**src/rtl/sqed_inst_encoder_if.sv**
```systemverilog
// Request/issue bundle for the SQED instruction encoder.
//   req_*  : compact per-instruction request from the stimulus source
//   out_*  : encoded instruction handed to the core fetch interface
// master : stimulus source / fetch consumer side
// slave  : the encoder itself
`timescale 1ns/1ps
interface sqed_inst_encoder_if;
  logic        req_valid;
  logic        req_ready;
  logic [5:0]  req_op;
  logic [3:0]  req_rd;
  logic [3:0]  req_rs1;
  logic [3:0]  req_rs2;
  logic [11:0] req_imm;
  logic [2:0]  req_rm;
  logic        out_valid;
  logic        out_ready;
  logic [31:0] out_inst;
  logic        out_dup;

  modport master (
    output req_valid, req_op, req_rd, req_rs1, req_rs2, req_imm, req_rm, out_ready,
    input  req_ready, out_valid, out_inst, out_dup
  );

  modport slave (
    input  req_valid, req_op, req_rd, req_rs1, req_rs2, req_imm, req_rm, out_ready,
    output req_ready, out_valid, out_inst, out_dup
  );
endinterface

```
**src/rtl/sqed_inst_encoder.sv**
```systemverilog
// SQED instruction encoder: turns compact requests into legal RV64G words.
// The original uses x0-x15/f0-f15 and the lower memory half; with QED mode on
// a duplicate follows using x16-x31/f16-f31 and the upper memory half.
// Ports:
//   clk, rst_n : rising-edge clock, asynchronous active-low reset
//   qed_en     : emit a duplicate after each original (sampled at accept)
//   bus        : request (req_*) and issue (out_*) handshakes
//   err        : one-cycle pulse after an illegal request is accepted
//   inst_cnt   : wrapping count of issued words (originals + duplicates)
`timescale 1ns/1ps
module sqed_inst_encoder #(
  parameter int unsigned CNT_W = 16
) (
  input  logic                 clk,
  input  logic                 rst_n,
  input  logic                 qed_en,
  sqed_inst_encoder_if.slave   bus,
  output logic                 err,
  output logic [CNT_W-1:0]     inst_cnt
);

  localparam logic [31:0] STALL_NOP = 32'h0000007F;

  typedef enum logic [1:0] {IDLE, ORIG, DUP} state_t;

  state_t      state_q, state_d;
  logic [31:0] orig_q, dup_q;
  logic        qed_q;
  logic        accept, issue, req_legal;

  function automatic logic is_legal(input logic [5:0] op, input logic [11:0] imm,
                                    input logic [2:0] rm);
    logic mem, fp_arith, shift;
    mem      = (op == 6'd23) || (op == 6'd24) || (op == 6'd25) || (op == 6'd26) ||
               (op == 6'd37) || (op == 6'd38);
    fp_arith = ((op >= 6'd27) && (op <= 6'd31)) || ((op >= 6'd39) && (op <= 6'd43));
    shift    = (op >= 6'd20) && (op <= 6'd22);
    is_legal = (op <= 6'd48) &&
               !(mem && (imm[11:4] != '0)) &&
               !(fp_arith && (rm > 3'd4)) &&
               !(shift && (imm[11:6] != '0));
  endfunction

  // dup=1 sets bit 4 of every register field and of the memory offset;
  // forced-zero fields (memory rs1, FSQRT rs2) are built from literals instead.
  function automatic logic [31:0] encode(input logic [5:0] op, input logic [3:0] rd,
                                         input logic [3:0] rs1, input logic [3:0] rs2,
                                         input logic [11:0] imm, input logic [2:0] rm,
                                         input logic dup);
    logic [4:0]  frd, frs1, frs2, fimm;
    logic [6:0]  f7;
    logic [5:0]  f6;
    logic [2:0]  f3, fw3;
    logic [5:0]  fi;
    logic        dbl;
    logic [31:0] w;
    frd  = {dup, rd};
    frs1 = {dup, rs1};
    frs2 = {dup, rs2};
    fimm = {imm[4] | dup, imm[3:0]};
    f7   = '0;
    f6   = '0;
    f3   = '0;
    fi   = '0;
    dbl  = 1'b0;
    fw3  = 3'b010;
    w    = STALL_NOP;
    if (op <= 6'd13) begin
      case (op)
        6'd0:  f3 = 3'b000;
        6'd1:  begin f3 = 3'b000; f7 = 7'b0100000; end
        6'd2:  f3 = 3'b001;
        6'd3:  f3 = 3'b010;
        6'd4:  f3 = 3'b011;
        6'd5:  f3 = 3'b100;
        6'd6:  f3 = 3'b101;
        6'd7:  begin f3 = 3'b101; f7 = 7'b0100000; end
        6'd8:  f3 = 3'b110;
        6'd9:  f3 = 3'b111;
        6'd10: begin f3 = 3'b000; f7 = 7'b0000001; end
        6'd11: begin f3 = 3'b001; f7 = 7'b0000001; end
        6'd12: begin f3 = 3'b010; f7 = 7'b0000001; end
        default: begin f3 = 3'b011; f7 = 7'b0000001; end
      endcase
      w = {f7, frs2, frs1, f3, frd, 7'b0110011};
    end else if (op <= 6'd22) begin
      case (op)
        6'd14: f3 = 3'b000;
        6'd15: f3 = 3'b010;
        6'd16: f3 = 3'b011;
        6'd17: f3 = 3'b100;
        6'd18: f3 = 3'b110;
        6'd19: f3 = 3'b111;
        6'd20: f3 = 3'b001;
        default: f3 = 3'b101;
      endcase
      if (op >= 6'd20)
        w = {((op == 6'd22) ? 6'b010000 : 6'b000000), imm[5:0], frs1, f3, frd, 7'b0010011};
      else
        w = {imm, frs1, f3, frd, 7'b0010011};
    end else if (op == 6'd23) begin
      w = {7'b0, fimm, 5'b0, 3'b010, frd, 7'b0000011};
    end else if (op == 6'd24) begin
      w = {7'b0, frs2, 5'b0, 3'b010, fimm, 7'b0100011};
    end else if (op <= 6'd48) begin
      dbl = (op >= 6'd37);
      fi  = dbl ? (op - 6'd37) : (op - 6'd25);
      fw3 = dbl ? 3'b011 : 3'b010;
      case (fi)
        6'd2:  begin f6 = 6'b000000; f3 = rm; end
        6'd3:  begin f6 = 6'b000010; f3 = rm; end
        6'd4:  begin f6 = 6'b000100; f3 = rm; end
        6'd5:  begin f6 = 6'b000110; f3 = rm; end
        6'd6:  begin f6 = 6'b010110; f3 = rm; frs2 = '0; end
        6'd7:  begin f6 = 6'b001010; f3 = 3'b000; end
        6'd8:  begin f6 = 6'b001010; f3 = 3'b001; end
        6'd9:  begin f6 = 6'b101000; f3 = 3'b010; end
        6'd10: begin f6 = 6'b101000; f3 = 3'b001; end
        default: begin f6 = 6'b101000; f3 = 3'b000; end
      endcase
      if (fi == 6'd0)
        w = {7'b0, fimm, 5'b0, fw3, frd, 7'b0000111};
      else if (fi == 6'd1)
        w = {7'b0, frs2, 5'b0, fw3, fimm, 7'b0100111};
      else
        w = {f6, dbl, frs2, frs1, f3, frd, 7'b1010011};
    end
    encode = w;
  endfunction

  assign req_legal = is_legal(bus.req_op, bus.req_imm, bus.req_rm);
  assign accept    = (state_q == IDLE) && bus.req_valid;
  assign issue     = bus.out_valid && bus.out_ready;

  // Both words are built at accept so the issue path is a plain register mux.
  always_ff @(posedge clk or negedge rst_n) begin
    if (!rst_n) begin
      state_q  <= IDLE;
      orig_q   <= STALL_NOP;
      dup_q    <= STALL_NOP;
      qed_q    <= 1'b0;
      err      <= 1'b0;
      inst_cnt <= '0;
    end else begin
      state_q <= state_d;
      err     <= accept && !req_legal;
      if (accept) begin
        orig_q <= encode(bus.req_op, bus.req_rd, bus.req_rs1, bus.req_rs2,
                         bus.req_imm, bus.req_rm, 1'b0);
        dup_q  <= encode(bus.req_op, bus.req_rd, bus.req_rs1, bus.req_rs2,
                         bus.req_imm, bus.req_rm, 1'b1);
        qed_q  <= qed_en;
      end
      if (issue) inst_cnt <= inst_cnt + CNT_W'(1);
    end
  end

  always_comb begin
    state_d       = state_q;
    bus.req_ready = 1'b0;
    bus.out_valid = 1'b0;
    bus.out_dup   = 1'b0;
    bus.out_inst  = STALL_NOP;
    case (state_q)
      IDLE: begin
        bus.req_ready = 1'b1;
        if (bus.req_valid && req_legal) state_d = ORIG;
      end
      ORIG: begin
        bus.out_valid = 1'b1;
        bus.out_inst  = orig_q;
        if (bus.out_ready) state_d = qed_q ? DUP : IDLE;
      end
      DUP: begin
        bus.out_valid = 1'b1;
        bus.out_dup   = 1'b1;
        bus.out_inst  = dup_q;
        if (bus.out_ready) state_d = IDLE;
      end
      default: state_d = IDLE;
    endcase
  end

endmodule
```
**src/flat_wrapper.sv**
```systemverilog
// flat-port wrapper written by rule: the top's interface ports become plain ports
module sqed_inst_encoder_flat 
#(
  parameter int unsigned CNT_W = 16
)
  (clk, rst_n, qed_en, err, inst_cnt, bus_req_valid, bus_req_op, bus_req_rd, bus_req_rs1, bus_req_rs2, bus_req_imm, bus_req_rm, bus_out_ready, bus_req_ready, bus_out_valid, bus_out_inst, bus_out_dup);
  sqed_inst_encoder_if bus_i ();
  input  logic clk;
  input  logic rst_n;
  input  logic qed_en;
  output logic err;
  output logic [CNT_W-1:0] inst_cnt;
  input wire logic [$bits(bus_i.req_valid)-1:0] bus_req_valid;
  input wire logic [$bits(bus_i.req_op)-1:0] bus_req_op;
  input wire logic [$bits(bus_i.req_rd)-1:0] bus_req_rd;
  input wire logic [$bits(bus_i.req_rs1)-1:0] bus_req_rs1;
  input wire logic [$bits(bus_i.req_rs2)-1:0] bus_req_rs2;
  input wire logic [$bits(bus_i.req_imm)-1:0] bus_req_imm;
  input wire logic [$bits(bus_i.req_rm)-1:0] bus_req_rm;
  input wire logic [$bits(bus_i.out_ready)-1:0] bus_out_ready;
  output wire logic [$bits(bus_i.req_ready)-1:0] bus_req_ready;
  output wire logic [$bits(bus_i.out_valid)-1:0] bus_out_valid;
  output wire logic [$bits(bus_i.out_inst)-1:0] bus_out_inst;
  output wire logic [$bits(bus_i.out_dup)-1:0] bus_out_dup;
  assign bus_i.req_valid = bus_req_valid;
  assign bus_i.req_op = bus_req_op;
  assign bus_i.req_rd = bus_req_rd;
  assign bus_i.req_rs1 = bus_req_rs1;
  assign bus_i.req_rs2 = bus_req_rs2;
  assign bus_i.req_imm = bus_req_imm;
  assign bus_i.req_rm = bus_req_rm;
  assign bus_i.out_ready = bus_out_ready;
  assign bus_req_ready = bus_i.req_ready;
  assign bus_out_valid = bus_i.out_valid;
  assign bus_out_inst = bus_i.out_inst;
  assign bus_out_dup = bus_i.out_dup;
  sqed_inst_encoder #(.CNT_W(CNT_W)) u_core (.clk(clk), .rst_n(rst_n), .qed_en(qed_en), .bus(bus_i), .err(err), .inst_cnt(inst_cnt));
endmodule
```
**config.mk**
```make
export PLATFORM = sky130hd
export DESIGN_NAME = sqed_inst_encoder_flat
export DESIGN_NICKNAME = d
export VERILOG_FILES = /design/src/rtl/sqed_inst_encoder_if.sv /design/src/rtl/sqed_inst_encoder.sv /design/src/flat_wrapper.sv
export SDC_FILE = /design/constraint.sdc
export NUM_CORES = 1
export LEC_CHECK = 0
export CORE_UTILIZATION = 50
export DETAILED_ROUTE_END_ITERATION = 6
export PLACE_DENSITY = 0.82
export SLEW_MARGIN = 40
export SYNTH_ARGS = -nofsm -noshare
export SYNTH_HDL_FRONTEND = slang
export SYNTH_SLANG_ARGS = --single-unit
```
**constraint.sdc**
```tcl
create_clock -name clk -period 4.35 [get_ports clk]
set_input_delay 0.6525 -clock clk [delete_from_list [all_inputs] [get_ports clk]]
set_output_delay 0.6525 -clock clk [all_outputs]
set_load 0.02 [all_outputs]
```
Word level (Yosys, flattened, before mapping)
Index checks and enable logic that the tools add are counted.
Word-level totals
  flip-flop bits (word level): 84
  input port bits: 38
  word-level logic and storage cells: 134
Cells by class
  add/subtract/negate cells: 3
  order comparisons: 10
  equal/unequal tests: 41
  muxes and demuxes: 35
  reductions and logical operators: 39
Operators by type and width (number)
  32-bit two-way mux: 16
  32-bit case mux with 2 select lines: 1
  6-bit by 4-bit == test with 1-bit output (second input constant): 10
  6-bit by 5-bit == test with 1-bit output (second input constant): 10
  6-bit by 3-bit == test with 1-bit output (second input constant): 8
  3-bit case mux with 7 select lines: 2
  6-bit case mux with 6 select lines: 1
  6-bit by 2-bit == test with 1-bit output (second input constant): 4
  16-bit by 1-bit adder with 16-bit output (second input constant): 1
  2-bit OR reduction: 7
  1-bit logical AND: 13
  6-bit by 1-bit == test with 1-bit output (second input constant): 2
  6-bit == test (second input constant): 2
  6-bit by 5-bit >= comparator with 1-bit output (second input constant): 2
  6-bit >= comparator (second input constant): 2
  6-bit by 5-bit less-or-equal comparator with 1-bit output (second input constant): 2
  6-bit less-or-equal comparator (second input constant): 2
  6-bit logical NOT: 2
  6-bit case mux with 2 select lines: 1
  5-bit two-way mux: 2
  3-bit case mux with 3 select lines: 1
  2-bit two-way mux: 4
  8-bit nonzero test: 1
  8-bit OR reduction: 1
  18 further kinds: 31

Longest topological paths before layout
Gate-level depths: netlist of run 1.
  depth in word-level cells: 14
  depth in mapped cells: 8

Worst setup path before layout of run 1
OpenSTA, ideal clock, no wires.
  path kind: register to output
  from: register u_core.state_q[0]
  to: output port bus_out_inst[27]
  arrival time: 1.704 ns
  path slack: 1.993 ns
  cell stages (with the launch flop): 7
  path buffers: 2
  path through: dfrtp_1 inv_1 ha_1 or2_2 clkbuf_1 clkbuf_1 and3_1
Between the ends
  cells in the longest elaborated chain, start to end: 2
  elaborated cells between the ends (all ways): 3
  classes of those cells: eq/ne (2); mux (1)
RTL lines
  start: declaration: RTL line sqed_inst_encoder.sv:26  | state_t state_q, state_d;
  start signal: assignment: RTL line sqed_inst_encoder.sv:145  | state_q <= state_d;
  2-bit == test or 2-bit by 1-bit == test with 1-bit output (tied branches): RTL line sqed_inst_encoder.sv:164  | case (state_q)
  32-bit case mux with 2 select lines (*): RTL line sqed_inst_encoder.sv:164
  end: declaration: RTL line flat_wrapper.sv:23  | output wire logic [$bits(bus_i.out_inst)-1:0] bus_out_inst;
Every way passes the cells marked *; elsewhere a longest branch is shown, timed or not.

Final worst setup path of run 1
  from: register u_core.state_q[0]
  to: output port bus_out_inst[30]
The elaborated chain is that of the path after synthesis.

==> flow_summary.yaml, run 1 <==
status:
  outcome: "finished, final reports clean"
final_layout:
  layout.core_utilization_pct: 65.22
  areaGrowthSynthToFinish_pct: 26.42
  stdcell_area_um2: 4407
  final_net_count: 522
  drive_gt1_share_pct: 8.108
  antennaDiodeCount: 0
  fillers: 564
timing:
  fin_worst_skew_ns: 0.01770
  period_needed_ns: 3.101
  worst_slew_pin_slew_ns: 0.7988
  report.final.hold_viol_count: 0
  min_period_over_period_pct: 71.28
  max_freq_ghz: 0.3225
  setup_viol: 0
  whs_ns: 0.4290
  rsz0062_at_grt: "no"
  setup_tns_ns: 0
  timing.slew.headroom_pct: 46.58
  slew_viol_final: 0
power:
  ir_worst_vdd_mv: 0.2684
  fin_total_pwr_w: 0.002367
  power.density_nw_per_um2: 537.1
  p_sw_share_pct: 41.86
  p_switching_w: 0.0009908
  pwr-share-comb_pct: 52.1
  p_leak_nw: 1.859
  p_int_w: 0.001376
  p_clk_share_pct: 14.9
  pwr-share-seq_pct: 33.0
setup_path:
  cpLargestDelayFamily: "buffers and inverters"
  crit_start: "u_core.state_q[0]"
  r2r_start: "u_core.state_q[0]"
  worstSetupPathType: "reg2out"
  critPathCaptureType: "output pin"
  crit_path_max_fanout: 28
  slowest_stage: "clkdlybuf4s50_1"
  critPathRequiredTime_ns: 3.70
  cp-start-kind: "flip-flop"
  slowest_delay_ns: 0.62
  cp.buffers_inverters: 2
  crit_chain: "inv_1 -> ha_1 -> or2_2 -> and3_1 -> clkdlybuf4s50_1"
  worstPathArrival_ns: 2.45
detailed_routing:
  drt_first_pass_iters: 5
  routed.top_layer: "met4"
  routed_wl_um: 9624
  routed-wl-met3_um: 627
  post_drt_wl_per_cell_um: 17.16
  post-route-drc-count: 0
  drtAntennaViolNets: 0
  drt-met1-wl_um: 4094
  via_per_inst: 6.086
  wl_met2_um: 4750
  vias: 3414
  drt_iter0_drc: 227
synth:
  synth_seq_area_share_pct: 37.51
  synth_edf_count: 0
  avgSynthCellArea_um2: 8.400
  synth_warnings: 0
  synth_top_area_cell: "dfrtp_1"
  yosysUniqueCellTypes: 68
  synthArstFlopShare_pct: 100.0
  synth-seq-cells: 52
  syn_inst: 415
  ys_top_cells_by_count: "72 x nand2_1, 47 x dfrtp_1, 27 x o21ai_0, 25 x and3_1, 23 x nor2_1"
  syn_area_um2: 3486
  synthTopCellsByArea: "dfrtp_1 34%, nand2_1 7.8%, and3_1 4.5%"
  synth_flop_cell: "dfrtp_1"
  synth_top_area_share_pct: 33.74
  yosysMostFrequentCell: "nand2_1"
floorplanning:
  die_h_um: 85.50
  die_width_um: 85.50
  core_area_um2: 6756
  die-area_um2: 7309
  num_rows: 30
  io_pins: 90
  initial_core_util_pct: 51.59
flow_run:
  max_cap_viol_count: 0
clocking:
  cts_tree: "built"
  post_cts_buffers: 0
  root_buffer: "clkbuf_8"
  htreeDepth: 2
  clkLatencyLatePin_ns: 0.31
  cts_resized: 0
  clkTransAtPathRegs_ns: 0.11
  cts_buffers: 5
  cts.path.max_buffers: 2
  holdBufCountCts: 0
  cts_sinks: 52
global_route:
  grt_start_max_net_pins: 53
  grt_pass1_wl_um: 15720
  track_usage_pct: 27.03
  antenna_found_initial: 0
  grt_pass1_vias: 3214
  overflow: 0
placed_design:
  place.gp.congestion: 0.9594
  dp_hpwl_um: 7097
  portBuffers: 87
  placed_area_um2: 4288
worst_hold_path:
  hp-class: "in2async"
==> final timing paths <==
path	slack [ns]	depth (start not counted)	end
max in group asynchronous	3.46	2	u_core.dup_q[25]
max reg2reg	1.89	7	u_core.inst_cnt[13]
min in group clk	0.46	2	u_core.dup_q[2]
min reg2reg	0.46	2	u_core.dup_q[2]
max	1.25	5	bus_out_inst[30]
min	0.43	2	u_core.inst_cnt[0]
==> through the flow <==
stage	cells	setup WS (ns)
4_1_cts	561	1.162
3_3_place_gp	553	1.330
5_1_grt	561	1.145
6_report	561	1.249
2_1_floorplan	416	1.993
3_5_place_dp	553	1.279
==> worst reg2reg max path, delay by kind of cell, from the launching register on <==
| family | cells | cell delay, ns |
|---|---|---|
| DFF | 1 | 0.37 |
| adders and majority gates | 1 | 0.66 |
| xor gates and xnor gates | 1 | 0.15 |
| and+or+nand+nor | 4 | 1.06 |
| buffers and inverters | 1 | 0.10 |
==> per-layer routing <==
metal,track usage [%],vias to the layer above
met1,36.03,1637
met5,0,-
met2,46.69,151
met3,3.465,15
met4,7.121,0
li1,-,1611
==> sequential cells by signal, indices dropped and copies added, names as in the netlist <==
name,flops
u_core.err,1
u_core.dup_q,29
u_core.inst_cnt,16
u_core.state_q,2
u_core.qed_q,1
u_core.orig_q,3
==> final cells by class <==
type	count	area (um^2)	area share, %
Clock buffer	6	82.58	1.874
Clock inverter	2	38.79	0.8802
Inverter	8	30.03	0.6814
Multi-Input combinational cell	322	1962	44.52
Sequential cell	52	1308	29.67
Tap cell	80	100.1	2.271
Timing Repair Buffer	91	885.9	20.10
==> kinds of logic after synthesis <==
family          Yosys count  synth area share [%]
mux                       5                 1.472
compound gates          117                 23.22
other cells               1                0.1076
flops                    52                 37.51
xor+xnor                 18                 4.523
buf+inv                  42                 6.497
simple gates            176                 25.23
fa+ha+maj                 4                 1.436
==> power groups by stage <==
stage	sequential [W]	combinational, W	clock (W)
finish	0.000781	0.00123	0.000353
global route	0.000799	0.00134	0.000377
CTS	0.000779	0.00122	0.000356
detailed placement	0.000790	0.00122	0
global placement	0.000779	0.00119	0
floorplan	0.000792	0.000743	0
==> cell usage in the layout (no fill, tap or decap), drive strengths merged, types with 3 or more instances in the layout <==
cell / n
nand3: 12
mux2i: 4
inv: 8
a221oi: 3
or2: 4
o22ai: 6
o21ai: 36
xnor2: 14
clkdlybuf4s50: 84
nand2: 72
a31oi: 6
nand4: 5
nor2: 25
and3: 25
buf: 7
a32oi: 3
a22oi: 5
dfstp: 5
clkbuf: 6
xor2: 4
and2: 5
nand2b: 9
dfrtp: 47
ha: 4
nor3: 4
nor2b: 5
o21a: 3
a21oi: 23
a31o: 4
No activity file was read; power rests on OpenSTA's default activity.
==> inputs of run 2 (changes only) <==
clock period = 3 ns   (was 4.35 ns; I/O delays follow)
==> flow_summary.yaml, run 2 (synthesized netlist as in run 1, its figures left out) <==
timing:
  period_needed_ns: 2.740
  setup_tns_ns: 0
  min_period_over_period_pct: 91.33
  setup_viol: 0
  max_freq_ghz: 0.3650
  worst_slew_pin_slew_ns: 0.6439
  fin_ws_ns: 0.2601
  timing.slew.headroom_pct: 57.07
  fin_worst_skew_ns: 0.007745
  slew_viol_final: 0
  whs_ns: 0.1465
  rsz0062_at_grt: "no"
  report.final.hold_viol_count: 0
final_layout:
  drive_gt1_share_pct: 9.165
  multi_input_area_um2: 1961
  antennaDiodeCount: 0
  areaGrowthSynthToFinish_pct: 28.07
  seq_area_um2: 1308
  largest_registers: "u_core.dup_q (29), u_core.inst_cnt (16), u_core.orig_q (3)"
  regMostFlops: "u_core.dup_q"
  largest_register_ff_count: 29
  stdcell_count: 571
  final_net_count: 532
  fillers: 571
  layout_commonest_cell: "clkdlybuf4s50_1"
  final_cell_mix: "86 x clkdlybuf4s50_1, 72 x nand2_1, 47 x dfrtp_1"
global_route:
  grt_pass1_vias: 3242
  grt_start_max_net_pins: 51
  track_usage_pct: 27.46
  grt_pass1_wl_um: 15940
  overflow: 0
  antenna_found_initial: 0
power:
  ir_worst_vdd_mv: 0.3493
  p_leak_nw: 1.886
  power.density_nw_per_um2: 758.0
setup_path:
  critPathCaptureType: "output pin"
  worstSetupPathType: "reg2out"
  worstPathArrival_ns: 2.29
  critPathRequiredTime_ns: 2.55
  crit_path_max_fanout: 28
  cp-start-kind: "flip-flop"
status:
  outcome: "finished, final reports clean"
detailed_routing:
  drtAntennaViolNets: 0
  routed_wl_um: 9716
  drt_first_pass_iters: 6
  vias: 3419
  via_per_inst: 5.988
  post_drt_wl_per_cell_um: 17.02
  post-route-drc-count: 0
  drt_iter0_drc: 234
clocking:
  htreeDepth: 2
  clkLatencyLatePin_ns: 0.31
  cts.path.max_buffers: 2
  cts_tree: "built"
  root_buffer: "clkbuf_8"
  cts_sinks: 52
  cts_buffers: 5
  clkTransAtPathRegs_ns: 0.10
  holdBufCountCts: 0
placed_design:
  portBuffers: 87
  pre_cts_ws_ns: 0.4017
  dp_cells: 563
  place.gp.congestion: 0.9629
  dp_hpwl_um: 7278
floorplanning:
  num_rows: 30
  io_pins: 90
  core_area_um2: 6756
  initial_core_util_pct: 51.59
  die_h_um: 85.50
  die-area_um2: 7309
  die_width_um: 85.50
flow_run:
  max_cap_viol_count: 0
worst_hold_path:
  hp-class: "in2async"
run 2: routing by layer:
| metal | vias to the layer above | routed length, um | part of all wire (%) | track usage (%) |
|---|---|---|---|---|
| li1 | 1625 | - | - | - |
| met1 | 1601 | 4262 | 44 | 37.68 |
| met2 | 172 | 4591 | 47 | 44.80 |
| met3 | 21 | 674 | 6.9 | 4.042 |
| met4 | 0 | 188 | 1.9 | 9.242 |
| met5 | - | 0 | 0 | 0 |
run 2: power by group:
part           switching [W]  internal (W)  total, W
registers           0.000159      0.000977   0.00114
logic                0.00104      0.000797   0.00183
clock network       0.000249      0.000166  0.000415
total                0.00144       0.00194   0.00338
run 2: stage by stage:
stage	total power [W]	utilization, %	cell area (um^2)
after CTS	0.003377	66.00	4459
after detailed placement	0.002960	64.63	4367
after global routing	0.003604	66.07	4464
after floorplan	0.002225	-	3490
after global placement	0.002916	64.59	4364
final	0.003384	66.07	4464
run 2: critical path, cell delays in order (launching register included):
cell and delay (ns):
dfrtp_1 0.39, inv_1 0.12, ha_1 0.30, or2_4 0.34, and3_1 0.21, clkdlybuf4s50_1 0.61
run 2: layout make-up:
cell class              count  area share, %
well taps                  80          2.242
multi-input cells         322          43.92
repair buffers            101          21.80
clock inverters             3         0.5325
inverters                   8         0.6726
flip-flops and latches     52          29.29
clock buffers               5          1.541
run 2: final timing paths:
| check | from | end | slack, ns | depth (start not counted) |
|---|---|---|---|---|
| worst max-delay path | u_core.state_q[0] | bus_out_inst[13] | 0.26 | 5 |
| worst min-delay path | rst_n | u_core.inst_cnt[2] | 0.15 | 1 |
| worst max register to register | u_core.state_q[1] | u_core.inst_cnt[13] | 0.57 | 8 |
| worst min register to register | u_core.dup_q[2] | u_core.dup_q[2] | 0.48 | 2 |
| max in group asynchronous | rst_n | u_core.dup_q[4] | 2.26 | 2 |
| min in group clk | u_core.dup_q[2] | u_core.dup_q[2] | 0.48 | 2 |
run 2: repair_timing:
item                                    4_1_cts  5_1_grt
buffers inserted                              0        0
gates resized for setup                       0        2
endpoints found under the setup margin        0       20
==> inputs of run 3 (changes only) <==
DONT_BUFFER_PORTS = 1   (was not set)
HOLD_SLACK_MARGIN = 0.05   (was not set)
PLACE_DENSITY = not set   (was 0.82)
TNS_END_PERCENT = 5   (was not set)
==> flow_summary.yaml, run 3 (synthesized netlist as in run 1, its figures left out) <==
timing:
  setup_viol: 0
  period_needed_ns: 2.544
  max_freq_ghz: 0.3931
  whs_ns: 0.2480
  min_period_over_period_pct: 84.79
  fin_worst_skew_ns: 0.009226
  report.final.hold_viol_count: 0
  slew_viol_final: 0
  rsz0062_at_grt: "no"
  setup_tns_ns: 0
  fin_ws_ns: 0.4562
clocking:
  cts.path.max_buffers: 2
  clkTransAtPathRegs_ns: 0.09
  clkLatencyLatePin_ns: 0.31
  root_buffer: "clkbuf_8"
  cts_buffers: 5
  cts_sinks: 52
  htreeDepth: 2
  cts_tree: "built"
global_route:
  track_usage_pct: 24.59
  antenna_found_initial: 0
  overflow: 0
  grt_pass1_wl_um: 14220
  grt_pass1_vias: 2691
  grt_start_max_net_pins: 53
floorplanning:
  num_rows: 30
  initial_core_util_pct: 51.59
  core_area_um2: 6756
  die-area_um2: 7309
  die_width_um: 85.50
  die_h_um: 85.50
  io_pins: 90
final_layout:
  stdcell_count: 475
  fillers: 663
  final_net_count: 436
  areaGrowthSynthToFinish_pct: 1.830
  multi_input_area_um2: 1956
  final_cell_mix: "72 x nand2_1, 47 x dfrtp_1, 27 x o21ai_0"
  seq_area_um2: 1308
  drive_gt1_share_pct: 8.354
  antennaDiodeCount: 0
  largest_registers: "u_core.dup_q (29), u_core.inst_cnt (16), u_core.orig_q (3)"
  largest_register_ff_count: 29
  regMostFlops: "u_core.dup_q"
  layout_commonest_cell: "nand2_1"
detailed_routing:
  drt_first_pass_iters: 4
  drt-met1-wl_um: 3947
  post_drt_wl_per_cell_um: 18.52
  post-route-drc-count: 0
  drtAntennaViolNets: 0
  routed-wl-met3_um: 566
  vias: 2946
  wl_met2_um: 4163
  drt_iter0_drc: 150
  via_per_inst: 6.202
  routed_wl_um: 8798
  routed.top_layer: "met4"
power:
  p_leak_nw: 1.534
  p_int_w: 0.001535
  pwr-share-seq_pct: 41.5
  power.density_nw_per_um2: 810.1
  p_switching_w: 0.001340
  fin_total_pwr_w: 0.002876
  pwr-share-comb_pct: 43.8
  p_clk_share_pct: 14.7
  ir_worst_vdd_mv: 0.3481
  p_sw_share_pct: 46.60
setup_path:
  worstPathArrival_ns: 2.09
  cp-start-kind: "flip-flop"
  critPathRequiredTime_ns: 2.55
  worstSetupPathType: "reg2out"
  crit_path_max_fanout: 28
  critPathCaptureType: "output pin"
placed_design:
  dp_cells: 465
  pre_cts_ws_ns: 0.8016
  place.gp.congestion: 0.9026
  portBuffers: 0
  dp_hpwl_um: 6279
flow_run:
  max_cap_viol_count: 0
status:
  outcome: "finished, final reports clean"
worst_hold_path:
  hp-class: "in2reg"
==> run 3: changes by cell type in the layout (fill, tap and decap cells not counted), sizes merged <==
cell           delta
buf              -11
clkdlybuf4s50    -86
inv               +1
clkinvlp          -1
dlygate4sd3       +1
==> run 3: cell type report <==
type	instances	area share, %
clock buffers	5	1.939
clock inverters	3	0.7755
flip-flops and latches	52	36.83
multi-input cells	322	55.09
inverters	8	0.8460
repair buffers	5	1.692
well taps	80	2.820
==> run 3: routing by layer <==
layer	vias to the layer above	track usage (%)
li1	1444	-
met1	1382	34.53
met2	109	38.62
met3	11	5.582
met4	0	6.212
met5	-	0
==> run 3: final timing paths <==
kind	cells past startpoint	to	slack [ns]	from
worst max-delay path	4	bus_out_inst[30]	0.46	u_core.state_q[0]
worst min-delay path	2	u_core.qed_q	0.25	qed_en
worst max register to register	6	u_core.state_q[1]	1.02	u_core.state_q[0]
worst min register to register	2	u_core.dup_q[3]	0.46	u_core.dup_q[3]
max in group asynchronous	2	u_core.dup_q[6]	2.07	rst_n
min in group asynchronous	2	u_core.inst_cnt[12]	0.65	rst_n
==> run 3: repair_timing <==
item	in CTS	in global routing
gates resized for setup	0	0
buffers inserted	0	0
endpoints found under the hold margin	52	0
hold buffers	2	0
==> run 3: power by group through the flow <==
stage | Clock (W) | Combinational, W | Sequential (W)
floorplan | 0 | 0.00108 | 0.00115
global placement | 0 | 0.00120 | 0.00121
detailed placement | 0 | 0.00124 | 0.00121
CTS | 0.000435 | 0.00126 | 0.00119
global route | 0.000457 | 0.00140 | 0.00123
finish | 0.000422 | 0.00126 | 0.00119
==> run 3: critical path: stages (launching register included) <==
cell and delay [ns]:
dfrtp_1 0.40, inv_1 0.12, ha_1 0.40, or2_2 0.50, and3_1 0.37
==> run 3: per-stage QoR <==
stage | utilization, % | cell area [um^2]
after global routing | 52.54 | 3550
final | 52.54 | 3550
after detailed placement | 50.56 | 3416
after global placement | 50.56 | 3416
after CTS | 52.54 | 3550
after floorplan | - | 3490
